## src/rtl/ttt_pkg.sv

```systemverilog
// Shared tic-tac-toe definitions: FSM states, winner codes, cell indices and the
// eight winning-line masks over the 9-bit board vector (bit0 = a .. bit8 = i).
package ttt_pkg;

  typedef enum logic [1:0] {
    PLAY      = 2'd0,
    CHECK     = 2'd1,
    GAME_OVER = 2'd2
  } state_t;

  localparam logic [1:0] WIN_NONE = 2'b00;
  localparam logic [1:0] WIN_P1   = 2'b01;
  localparam logic [1:0] WIN_P2   = 2'b10;
  localparam logic [1:0] WIN_DRAW = 2'b11;

  localparam int A_IDX = 0;
  localparam int B_IDX = 1;
  localparam int C_IDX = 2;
  localparam int D_IDX = 3;
  localparam int E_IDX = 4;
  localparam int F_IDX = 5;
  localparam int G_IDX = 6;
  localparam int H_IDX = 7;
  localparam int I_IDX = 8;

  localparam logic [8:0] LINE_ABC = 9'b000_000_111;
  localparam logic [8:0] LINE_DEF = 9'b000_111_000;
  localparam logic [8:0] LINE_GHI = 9'b111_000_000;
  localparam logic [8:0] LINE_ADG = 9'b001_001_001;
  localparam logic [8:0] LINE_BEH = 9'b010_010_010;
  localparam logic [8:0] LINE_CFI = 9'b100_100_100;
  localparam logic [8:0] LINE_AEI = 9'b100_010_001;
  localparam logic [8:0] LINE_CEG = 9'b001_010_100;

  localparam logic [7:0][8:0] LINE_MASKS = {
    LINE_CEG, LINE_AEI, LINE_CFI, LINE_BEH,
    LINE_ADG, LINE_GHI, LINE_DEF, LINE_ABC
  };

endpackage

```

## src/rtl/ttt_line_checker.sv

```systemverilog
// Combinational win detector: high when the given player owns all three cells of
// any of the eight lines.
module ttt_line_checker
  import ttt_pkg::*;
(
  input  logic [8:0] occupied,
  input  logic [8:0] owner,
  input  logic       player,
  output logic       win
);

  logic [8:0] mine;

  // owner only means something where the cell is occupied
  assign mine = occupied & (player ? owner : ~owner);

  always_comb begin
    win = 1'b0;
    for (int l = 0; l < 8; l++) begin
      if ((mine & LINE_MASKS[l]) == LINE_MASKS[l]) win = 1'b1;
    end
  end

endmodule

```

## src/rtl/ttt_board_controller.sv

```systemverilog
// Tic-tac-toe referee: edge-detects cell presses, records legal moves, alternates
// turns and declares win/draw. All outputs come straight from registers.
module ttt_board_controller
  import ttt_pkg::*;
#(
  parameter bit P1_STARTS = 1'b1
) (
  input  logic       clk,
  input  logic       reset,
  input  logic       a_button,
  input  logic       b_button,
  input  logic       c_button,
  input  logic       d_button,
  input  logic       e_button,
  input  logic       f_button,
  input  logic       g_button,
  input  logic       h_button,
  input  logic       i_button,
  input  logic       new_game,
  output logic       a,
  output logic       b,
  output logic       c,
  output logic       d,
  output logic       e,
  output logic       f,
  output logic       g,
  output logic       h,
  output logic       i,
  output logic [8:0] owner,
  output logic       p1_turn,
  output logic       illegal_move,
  output logic       game_over,
  output logic [1:0] winner,
  output state_t     state_dbg
);

  // Handshake: none. Buttons are level requests; each 0->1 transition of the
  // sampled vector is one request, consumed or rejected in the following cycle.

  logic [8:0] buttons;
  logic [8:0] btn_q;
  logic [8:0] prev_q;
  logic [8:0] rise;

  state_t     state_q,   state_nxt;
  logic [8:0] occ_q,     occ_nxt;
  logic [8:0] own_q,     own_nxt;
  logic       turn_q,    turn_nxt;
  logic       illegal_q, illegal_nxt;
  logic [1:0] winner_q,  winner_nxt;
  logic       mover_wins;

  assign buttons = {i_button, h_button, g_button, f_button, e_button,
                    d_button, c_button, b_button, a_button};

  // Buttons are registered first so no path exists from a pin to any output.
  assign rise = btn_q & ~prev_q;

  ttt_line_checker u_line_checker (
    .occupied (occ_q),
    .owner    (own_q),
    .player   (turn_q),
    .win      (mover_wins)
  );

  always_comb begin
    state_nxt   = state_q;
    occ_nxt     = occ_q;
    own_nxt     = own_q;
    turn_nxt    = turn_q;
    illegal_nxt = 1'b0;
    winner_nxt  = winner_q;
    case (state_q)
      PLAY: begin
        if (rise != 9'd0) begin
          if ($onehot(rise) && ((rise & occ_q) == 9'd0)) begin
            occ_nxt   = occ_q | rise;
            own_nxt   = turn_q ? (own_q | rise) : (own_q & ~rise);
            state_nxt = CHECK;
          end else begin
            illegal_nxt = 1'b1;
          end
        end
      end
      CHECK: begin
        if (mover_wins) begin
          winner_nxt = turn_q ? WIN_P1 : WIN_P2;
          state_nxt  = GAME_OVER;
        end else if (&occ_q) begin
          winner_nxt = WIN_DRAW;
          state_nxt  = GAME_OVER;
        end else begin
          turn_nxt  = ~turn_q;
          state_nxt = PLAY;
        end
      end
      GAME_OVER: begin
        if (new_game) begin
          occ_nxt    = 9'd0;
          own_nxt    = 9'd0;
          winner_nxt = WIN_NONE;
          turn_nxt   = P1_STARTS;
          state_nxt  = PLAY;
        end
      end
      default: state_nxt = PLAY;
    endcase
  end

  always_ff @(posedge clk) begin
    if (reset) begin
      btn_q     <= 9'd0;
      prev_q    <= 9'd0;
      state_q   <= PLAY;
      occ_q     <= 9'd0;
      own_q     <= 9'd0;
      turn_q    <= P1_STARTS;
      illegal_q <= 1'b0;
      winner_q  <= WIN_NONE;
    end else begin
      btn_q     <= buttons;
      prev_q    <= btn_q;
      state_q   <= state_nxt;
      occ_q     <= occ_nxt;
      own_q     <= own_nxt;
      turn_q    <= turn_nxt;
      illegal_q <= illegal_nxt;
      winner_q  <= winner_nxt;
    end
  end

  assign a            = occ_q[A_IDX];
  assign b            = occ_q[B_IDX];
  assign c            = occ_q[C_IDX];
  assign d            = occ_q[D_IDX];
  assign e            = occ_q[E_IDX];
  assign f            = occ_q[F_IDX];
  assign g            = occ_q[G_IDX];
  assign h            = occ_q[H_IDX];
  assign i            = occ_q[I_IDX];
  assign owner        = own_q;
  assign p1_turn      = turn_q;
  assign illegal_move = illegal_q;
  assign game_over    = (state_q == GAME_OVER);
  assign winner       = winner_q;
  assign state_dbg    = state_q;

endmodule

```

## config.mk

```make
export PLATFORM = sky130hd
export DESIGN_NAME = ttt_board_controller
export DESIGN_NICKNAME = d
export VERILOG_FILES = /design/src/rtl/ttt_pkg.sv /design/src/rtl/ttt_line_checker.sv /design/src/rtl/ttt_board_controller.sv
export SDC_FILE = /design/constraint.sdc
export NUM_CORES = 1
export LEC_CHECK = 0
export BUFFER_PORTS_ARGS = -buffer_cell sky130_fd_sc_hd__buf_2
export CAP_MARGIN = 0
export CORE_ASPECT_RATIO = 0.9
export CORE_MARGIN = 2
export CORE_UTILIZATION = 25
export CTS_CLUSTER_DIAMETER = 80
export DETAILED_ROUTE_END_ITERATION = 16
export PLACE_DENSITY = 0.48
export SLEW_MARGIN = 40
export SYNTH_ARGS = -nofsm -noshare
export SYNTH_HDL_FRONTEND = slang
export SYNTH_SLANG_ARGS = --single-unit
```

## constraint.sdc

```tcl
create_clock -name clk -period 10.4 [get_ports clk]
set_input_delay 0.52 -clock clk [delete_from_list [all_inputs] [get_ports clk]]
set_output_delay 0.52 -clock clk [all_outputs]
set_load 0.01 [all_outputs]
```

==> flow_metrics.py, run 1 <==
metrics = {
    "logic_synthesis": {
        "async_reset_ff_frac": 0,
        "synth_top_area_cell": "dfxtp_1",
        "synthDominantCellAreaShare": 0.400,
        "ys_seq_elements": 42,
        "syn_inst": 233,
        "ys_warn_count": 0,
        "netlist_top_cells_area": "dfxtp_1, nor2b_1, fa_1",
        "netlist_top_cells_count": "dfxtp_1, nor2b_1, nand3_1, nor2_1, inv_1",
        "ys_seq_area_frac": 0.400,
        "syn_nets": 253,
        "synth_edf_count": 0,
        "ys_types": 51,
        "avgSynthCellArea_um2": 9.02,
        "ys.flop_type": "dfxtp_1",
        "synth_most_common_cell": "dfxtp_1",
        "synth_area_um2": 2100,
    },
    "setup_path": {
        "crit_type": "flip-flop to flip-flop",
        "worstPathArrival_ns": 4.79,
        "cpPeakStageDelay_ns": 0.59,
        "critical_path.endpoint_type": "flip-flop",
        "cp_common_cell": "fa_1",
        "slowest_stage": "and3b_1",
        "crit_path_max_fanout": 11,
        "critPathLaunchType": "flip-flop",
        "crit_chain": "nand2b_1 -> inv_1 -> fa_1 -> inv_1 -> fa_1 -> fa_1 -> fa_1 -> fa_1 -> nand2b_1 -> a221oi_1 -> o2111a_1 -> and3b_1 -> nor2_2 -> a21o_1",
        "cp.required_ns": 10.60,
    },
    "timing": {
        "rsz0062_at_grt": "no",
        "tightest_slew_ns": 0.787,
        "tns_ns": 0,
        "setup_violations": 0,
        "period_minus_slack_ns": 4.59,
        "fmax_mhz": 218,
        "hold_viol": 0,
        "skew_ns": 0.00685,
        "slew_headroom": 0.475,
        "drv_slew": 0,
        "final.period_utilization": 0.441,
    },
    "clock_network": {
        "cts_resized": 0,
        "cts_buffers": 5,
        "holdBufCountCts": 0,
        "htreeDepth": 2,
        "clk_path_buf_depth": 2,
        "clockRootBuffer": "clkbuf_8",
        "clk_pin_slew_ns": 0.08,
        "clock_sinks": 42,
        "cts_setup_buffers": 0,
        "tritoncts": "done",
        "worstSkewPairLatency_ns": 0.30,
    },
    "detailed_routing": {
        "vias_per_cell": 4.78,
        "wirelength_um": 5390,
        "drt-wirelength-per-cell_um": 14.7,
        "drtIter0Drc": 88,
        "ant_nets": 0,
        "vias": 1754,
        "drc": 0,
        "firstDrtPassIters": 4,
    },
    "placed_design": {
        "port_buffers": 36,
        "gp_congestion": 0.819,
        "dpl.hpwl_um": 4020,
    },
    "finish": {
        "nets": 287,
        "n_fill_cell": 863,
        "post-route-util": 0.304,
        "syn_to_final_growth_pct": 17.1,
        "final_layout_size_suffix_gt1_frac": 0.213,
        "antenna_cells": 0,
    },
    "global_route": {
        "grt_max_degree": 34,
        "grt_pass1_vias": 1671,
        "antenna_found_initial": 0,
        "grt_use_total": 0.125,
        "overflow": 0,
        "grt_first_pass_wirelength_um": 8980,
    },
    "floorplanning": {
        "chipHeight_um": 91.0,
        "die_x_um": 101,
        "start_util": 0.259,
        "row_count": 31,
        "io-pin-count": 37,
        "die_area_um2": 9160,
        "core_area_um2": 8110,
    },
    "flow_run": {
        "maxCapViolations": 0,
    },
    "run_status": {
        "status": "finished clean",
    },
    "power": {
        "ir_drop_v": 0.0000586,
        "p_per_area_nw_per_um2": 183,
        "p_leak_nw": 1.02,
    },
    "worst_hold_path": {
        "hp-class": "input pin to flip-flop",
    },
}
-- critical path, delay by kind of cell, from the launching register on --
kind | cells | cell delay [ns]
buf+inv | 2 | 0.15
fa+ha+maj | 5 | 2.37
flops | 1 | 0.30
compound gates | 3 | 0.69
simple gates | 4 | 0.96
-- power breakdown --
group / switching (W) / internal [W] / total [W]
sequential: 0.0000335 / 0.000178 / 0.000212
combinational: 0.0000642 / 0.0000471 / 0.000111
clock: 0.0000557 / 0.0000719 / 0.000128
total: 0.000153 / 0.000297 / 0.000451
-- through the flow --
stage	power (W)	area (um^2)	hold slack, ns	worst slack (ns)	instances
2_1_floorplan	0.000295	2100	0.430	6.40	233
3_3_place_gp	0.000326	2350	0.441	5.92	359
6_report	0.000451	2460	0.431	5.81	367
3_5_place_dp	0.000328	2350	0.446	5.79	359
5_1_grt	0.000480	2460	0.428	5.49	367
4_1_cts	0.000457	2460	0.420	5.75	367
-- cells by family (layout without fill, tap and decap cells) --
kind of cell	Yosys count	in the layout	share of synthesized area
compound gates	51	51	0.189
mux	2	2	0.00952
buf+inv	25	60	0.0530
fa+ha+maj	8	8	0.0655
flops	42	42	0.400
xor+xnor	1	1	0.00417
simple gates	104	104	0.279
-- final cells by class --
| type | instances | area (um^2) | area share |
|---|---|---|---|
| clock inverter | 1 | 30.0 | 0.0122 |
| inverter | 16 | 60.1 | 0.0244 |
| multi-input combinational | 166 | 1150 | 0.467 |
| clock buffer | 7 | 76.3 | 0.0310 |
| sequential | 42 | 841 | 0.342 |
| tap | 99 | 124 | 0.0503 |
| timing repair buffer | 36 | 180 | 0.0732 |
-- flip-flops by register name, indices dropped and copies added (netlist names) --
name and cells:
illegal_move 1, btn_q 9, prev_q 9, occ_q 9, state_dbg 2, winner 2, owner 9, p1_turn 1
-- worst paths after layout --
check	cells past startpoint	to	slack, ns	startpoint
max	14	owner[7]	5.81	prev_q[0]
min	2	btn_q[2]	0.43	c_button
max reg2reg	14	owner[7]	5.81	prev_q[0]
min reg2reg	1	prev_q[4]	0.46	btn_q[4]
-- cells in the final DEF (no fill, tap or decap), types with 2 or more instances in the layout --
master / synthesis / final
o31ai_1: 2 / 2
o21a_1: 3 / 3
nor4_1: 2 / 2
nand3_1: 17 / 17
dfxtp_1: 42 / 42
o22ai_1: 2 / 2
nor2_1: 17 / 17
inv_1: 16 / 16
a21oi_1: 13 / 13
nor2b_1: 27 / 27
fa_1: 5 / 5
buf_2: 2 / 36
clkbuf_8: 0 / 5
o211ai_1: 5 / 5
a21o_1: 4 / 4
nand3b_1: 3 / 3
mux2i_1: 2 / 2
a22oi_1: 2 / 2
or3_1: 3 / 3
a211oi_1: 4 / 4
nor3_1: 5 / 5
nand4_1: 2 / 2
ha_1: 3 / 3
nand2_1: 12 / 12
or4_1: 3 / 3
nand2b_1: 3 / 3
a21oi_2: 5 / 5
clkbuf_1: 4 / 2
-- routing by layer --
layer / GRT usage / routed length, um
met1: 0.185 / 2700
met4: 0.0434 / 68
met5: 0 / 0
met2: 0.177 / 2290
met3: 0.0269 / 332
Power figures use the tool's default switching activity.
==> inputs of run 2 (changes only) <==
==> constraint.sdc (replaced) <==
create_clock -name clk -period 4.65 [get_ports clk]
set_input_delay 0.2325 -clock clk [delete_from_list [all_inputs] [get_ports clk]]
set_output_delay 0.2325 -clock clk [all_outputs]
set_load 0.01 [all_outputs]
==> flow_metrics.py, run 2 (synthesis results as in run 1) <==
metrics = {
    "global_route": {
        "grt_use_total": 0.120,
        "antenna_found_initial": 0,
        "grt_first_pass_wirelength_um": 8570,
        "overflow": 0,
        "grt_pass1_vias": 1670,
        "grt_max_degree": 34,
    },
    "power": {
        "switching_share": 0.341,
        "ir_drop_v": 0.000137,
        "clockPowerShare": 0.285,
        "p_int_w": 0.000676,
        "p_seq_frac": 0.461,
        "power.switching_w": 0.000350,
        "p_leak_nw": 1.04,
        "p_per_area_nw_per_um2": 412,
        "comb_power_share": 0.255,
    },
    "timing": {
        "tightest_slew_ns": 0.794,
        "period_minus_slack_ns": 4.34,
        "whs_ns": 0.135,
        "final.period_utilization": 0.933,
        "setup_violations": 0,
        "tns_ns": 0,
        "drv_slew": 0,
        "fmax_mhz": 231,
        "rsz0062_at_grt": "no",
        "hold_viol": 0,
        "skew_ns": 0.00763,
        "slew_headroom": 0.470,
    },
    "finish": {
        "mostFrequentLayoutCells": "dfxtp_1, buf_2, nor2b_1",
        "final_layout_size_suffix_gt1_frac": 0.232,
        "final_cell_area_um2": 2490,
        "antenna_cells": 0,
        "nets": 290,
        "syn_to_final_growth_pct": 18.6,
        "final_common_cell": "dfxtp_1",
        "finalNonFillerCells": 370,
    },
    "detailed_routing": {
        "vias": 1752,
        "firstDrtPassIters": 4,
        "ant_nets": 0,
        "vias_per_cell": 4.74,
        "drtIter0Drc": 65,
        "wirelength_um": 5290,
        "drc": 0,
        "drt-wirelength-per-cell_um": 14.3,
    },
    "placed_design": {
        "dpl.hpwl_um": 4010,
        "port_buffers": 36,
        "dp_cells": 362,
        "dpl-instance-area_um2": 2380,
        "gp_congestion": 0.828,
    },
    "setup_path": {
        "reg2reg_depth": 14,
        "critical_path.endpoint_type": "flip-flop",
        "crit_path_max_fanout": 9,
        "cp_common_cell": "fa_1",
        "cpPeakStageDelay_ns": 0.50,
        "crit_chain": "nor2b_1 -> fa_1 -> inv_1 -> fa_1 -> fa_1 -> fa_1 -> fa_1 -> nand2b_1 -> a221oi_1 -> o2111a_1 -> and3b_2 -> buf_4 -> nand2_4 -> mux2i_1",
        "crit_type": "flip-flop to flip-flop",
        "slowest_stage": "fa_1",
        "worstPathArrival_ns": 4.54,
        "cp.required_ns": 4.85,
        "critPathLaunchType": "flip-flop",
    },
    "run_status": {
        "status": "finished clean",
    },
    "floorplanning": {
        "io-pin-count": 37,
        "die_area_um2": 9160,
        "row_count": 31,
        "die_x_um": 101,
        "core_area_um2": 8110,
        "chipHeight_um": 91.0,
        "start_util": 0.259,
    },
    "worst_hold_path": {
        "hp-class": "input pin to flip-flop",
        "hold_depth": 2,
    },
    "clock_network": {
        "clk_pin_slew_ns": 0.08,
        "tritoncts": "done",
        "htreeDepth": 2,
        "clk_path_buf_depth": 2,
        "clockRootBuffer": "clkbuf_8",
        "cts_setup_buffers": 0,
        "worstSkewPairLatency_ns": 0.30,
        "clock_sinks": 42,
        "cts_buffers": 5,
    },
    "flow_run": {
        "maxCapViolations": 0,
    },
}
## run 2: final timing paths
check        slack (ns)      from         to
max reg2reg        0.31  btn_q[1]   owner[8]
min reg2reg        0.46  btn_q[7]  prev_q[7]
max                0.31  btn_q[1]   owner[8]
min                0.13  f_button   btn_q[5]
## run 2: layer usage
| layer | global-route usage | part of all wire | up-vias | wire [um] |
|---|---|---|---|---|
| met2 | 0.174 | 0.43 | 39 | 2260 |
| met5 | 0 | 0 | - | 0 |
| met4 | 0.0342 | 0.011 | 0 | 57 |
| met3 | 0.0269 | 0.052 | 6 | 276 |
| met1 | 0.175 | 0.51 | 817 | 2700 |
| li1 | - | - | 890 | - |
## run 2: power groups by stage
stage	registers, W	logic, W	clock network (W)
after floorplan	0.000455	0.000205	0
after global placement	0.000481	0.000262	0
after CTS	0.000472	0.000266	0.000303
after detailed placement	0.000481	0.000265	0
final	0.000473	0.000261	0.000292
after global routing	0.000483	0.000292	0.000316
## run 2: final cells by class
class                   instances  area (um^2)
fillers                       872         5610
well taps                      99          124
multi-input cells             166         1150
flip-flops and latches         42          841
clock inverters                 3         45.0
repair buffers                 39          203
inverters                      16         60.1
clock buffers                   5         68.8
## run 2: stage by stage
step | util | setup slack [ns] | total power [W]
6_report | 0.307 | 0.313 | 0.00103
4_1_cts | 0.307 | 0.137 | 0.00104
3_3_place_gp | 0.293 | 0.221 | 0.000743
5_1_grt | 0.307 | 0.0685 | 0.00109
2_1_floorplan | - | 0.652 | 0.000660
3_5_place_dp | 0.293 | 0.136 | 0.000745
## run 2: worst max-delay path: cells and delay by family (launching register included)
family	cells	cell delay, ns
mux	1	0.13
compound gates	2	0.49
fa+ha+maj	5	2.29
flops	1	0.32
simple gates	4	0.75
buf+inv	2	0.25
## run 2: repair_timing
item / CTS / global route
gates resized for setup: 0 / 1
endpoints found under the hold margin: 0 / 0
hold buffers: 0 / 0
setup endpoints to repair: 0 / 3
==> inputs of run 3 (changes only) <==
--- a/config.mk
+++ b/config.mk
@@ -7,12 +7,14 @@
 export LEC_CHECK = 0
 export BUFFER_PORTS_ARGS = -buffer_cell sky130_fd_sc_hd__buf_2
 export CAP_MARGIN = 0
+export CELL_PAD_IN_SITES_DETAIL_PLACEMENT = 2
+export CELL_PAD_IN_SITES_GLOBAL_PLACEMENT = 2
 export CORE_ASPECT_RATIO = 0.9
 export CORE_MARGIN = 2
 export CORE_UTILIZATION = 25
 export CTS_CLUSTER_DIAMETER = 80
 export DETAILED_ROUTE_END_ITERATION = 16
-export PLACE_DENSITY = 0.48
+export PLACE_DENSITY = 0.68
 export SLEW_MARGIN = 40
 export SYNTH_ARGS = -nofsm -noshare
 export SYNTH_HDL_FRONTEND = slang
==> flow_metrics.py, run 3 (synthesis results as in run 1) <==
metrics = {
    "global_route": {
        "grt_pass1_vias": 1903,
        "grt_use_total": 0.141,
        "overflow": 0,
        "antenna_found_initial": 0,
        "grt_max_degree": 34,
        "grt_first_pass_wirelength_um": 10100,
    },
    "timing": {
        "skew_ns": 0.00883,
        "slew_headroom": 0.613,
        "setup_violations": 0,
        "tightest_slew_ns": 0.579,
        "tns_ns": 0,
        "setup_ws_ns": 0.263,
        "hold_viol": 0,
        "rsz0062_at_grt": "no",
        "period_minus_slack_ns": 4.39,
        "final.period_utilization": 0.943,
        "fmax_mhz": 228,
        "drv_slew": 0,
    },
    "finish": {
        "final_common_cell": "dfxtp_1",
        "nets": 289,
        "syn_to_final_growth_pct": 17.3,
        "antenna_cells": 0,
        "ff_latch_area_um2": 842,
        "mostFrequentLayoutCells": "dfxtp_1, buf_2, nor2b_1",
        "n_fill_cell": 940,
        "final_layout_size_suffix_gt1_frac": 0.237,
        "multiInputGateArea_um2": 1150,
    },
    "floorplanning": {
        "io-pin-count": 37,
        "die_x_um": 101,
        "chipHeight_um": 91.0,
        "core_area_um2": 8110,
        "start_util": 0.259,
        "row_count": 31,
        "die_area_um2": 9160,
    },
    "placed_design": {
        "dpl.hpwl_um": 4800,
        "pre_cts_ws_ns": 0.144,
        "port_buffers": 36,
        "gp_congestion": 0.782,
    },
    "run_status": {
        "status": "finished clean",
    },
    "detailed_routing": {
        "drt-wirelength-per-cell_um": 16.8,
        "vias": 1820,
        "vias_per_cell": 4.93,
        "drtIter0Drc": 37,
        "wirelength_um": 6180,
        "drc": 0,
        "ant_nets": 0,
        "firstDrtPassIters": 4,
    },
    "setup_path": {
        "critical_path.endpoint_type": "flip-flop",
        "crit_chain": "nand2b_1 -> inv_1 -> fa_1 -> inv_1 -> fa_1 -> fa_1 -> fa_1 -> fa_1 -> nand2b_1 -> a221oi_1 -> o2111a_1 -> nand3b_2 -> o31ai_1 -> a21o_1",
        "cpPeakStageDelay_ns": 0.54,
        "critPathLaunchType": "flip-flop",
        "cp.required_ns": 4.90,
        "worstPathArrival_ns": 4.63,
        "slowest_stage": "fa_1",
        "cp_common_cell": "fa_1",
        "crit_type": "flip-flop to flip-flop",
        "crit_path_max_fanout": 12,
    },
    "worst_hold_path": {
        "hp-class": "input pin to flip-flop",
    },
    "clock_network": {
        "clock_sinks": 42,
        "tritoncts": "done",
        "cts_setup_buffers": 0,
        "clockRootBuffer": "clkbuf_8",
        "clk_pin_slew_ns": 0.09,
        "cts_buffers": 5,
        "clk_path_buf_depth": 2,
        "htreeDepth": 2,
        "worstSkewPairLatency_ns": 0.30,
    },
    "power": {
        "ir_drop_v": 0.000210,
        "p_per_area_nw_per_um2": 398,
        "p_leak_nw": 1.03,
    },
    "flow_run": {
        "maxCapViolations": 0,
    },
}
==> run 3: repair_timing <==
| action | 4_1_cts | 5_1_grt |
|---|---|---|
| resized for setup | 0 | 2 |
| hold buffers | 0 | 0 |
| endpoints found under the setup margin | 0 | 14 |
==> run 3: worst paths after layout <==
check                 start        end  cells after the start  slack (ns)
setup / recovery  prev_q[0]   owner[5]                     14        0.26
hold / removal     b_button   btn_q[1]                      2        0.13
setup reg to reg  prev_q[0]   owner[5]                     14        0.26
hold reg to reg    btn_q[8]  prev_q[8]                      1        0.46
==> run 3: worst max-delay path: cells and delay by family, from the launching register on <==
family / cells / cell delay (ns)
and+or+nand+nor: 3 / 0.49
DFF: 1 / 0.32
buffers and inverters: 2 / 0.17
AOI/OAI and AO/OA: 4 / 0.97
adders and majority gates: 5 / 2.39
==> run 3: power breakdown <==
group / switching [W] / internal [W]
registers: 0.0000769 / 0.000399
logic: 0.000151 / 0.000113
clock network: 0.000136 / 0.000106
total: 0.000363 / 0.000618
==> run 3: metal layers <==
layer | GRT usage | vias up | wire length, um
li1 | - | 885 | -
met1 | 0.195 | 898 | 3100
met2 | 0.227 | 33 | 2810
met3 | 0.0262 | 4 | 225
met4 | 0.0342 | 0 | 43
met5 | 0 | - | 0
==> run 3: area by class of cell <==
| class | count | share of cell area |
|---|---|---|
| multi-input combinational | 166 | 0.468 |
| clock buffer | 5 | 0.0279 |
| sequential | 42 | 0.342 |
| timing repair buffer | 38 | 0.0792 |
| inverter | 16 | 0.0244 |
| clock inverter | 3 | 0.00863 |
| tap | 99 | 0.0503 |
==> run 3: per-stage QoR <==
step                hold WS (ns)  total power, W   util  area (um^2)  std cells
floorplan                  0.361        0.000660      -         2100        233
global placement           0.439        0.000737  0.292         2370        361
detailed placement         0.448        0.000751  0.292         2370        361
CTS                        0.128        0.000998  0.303         2460        369
global route               0.134         0.00105  0.304         2460        369
finish                     0.133        0.000981  0.304         2460        369
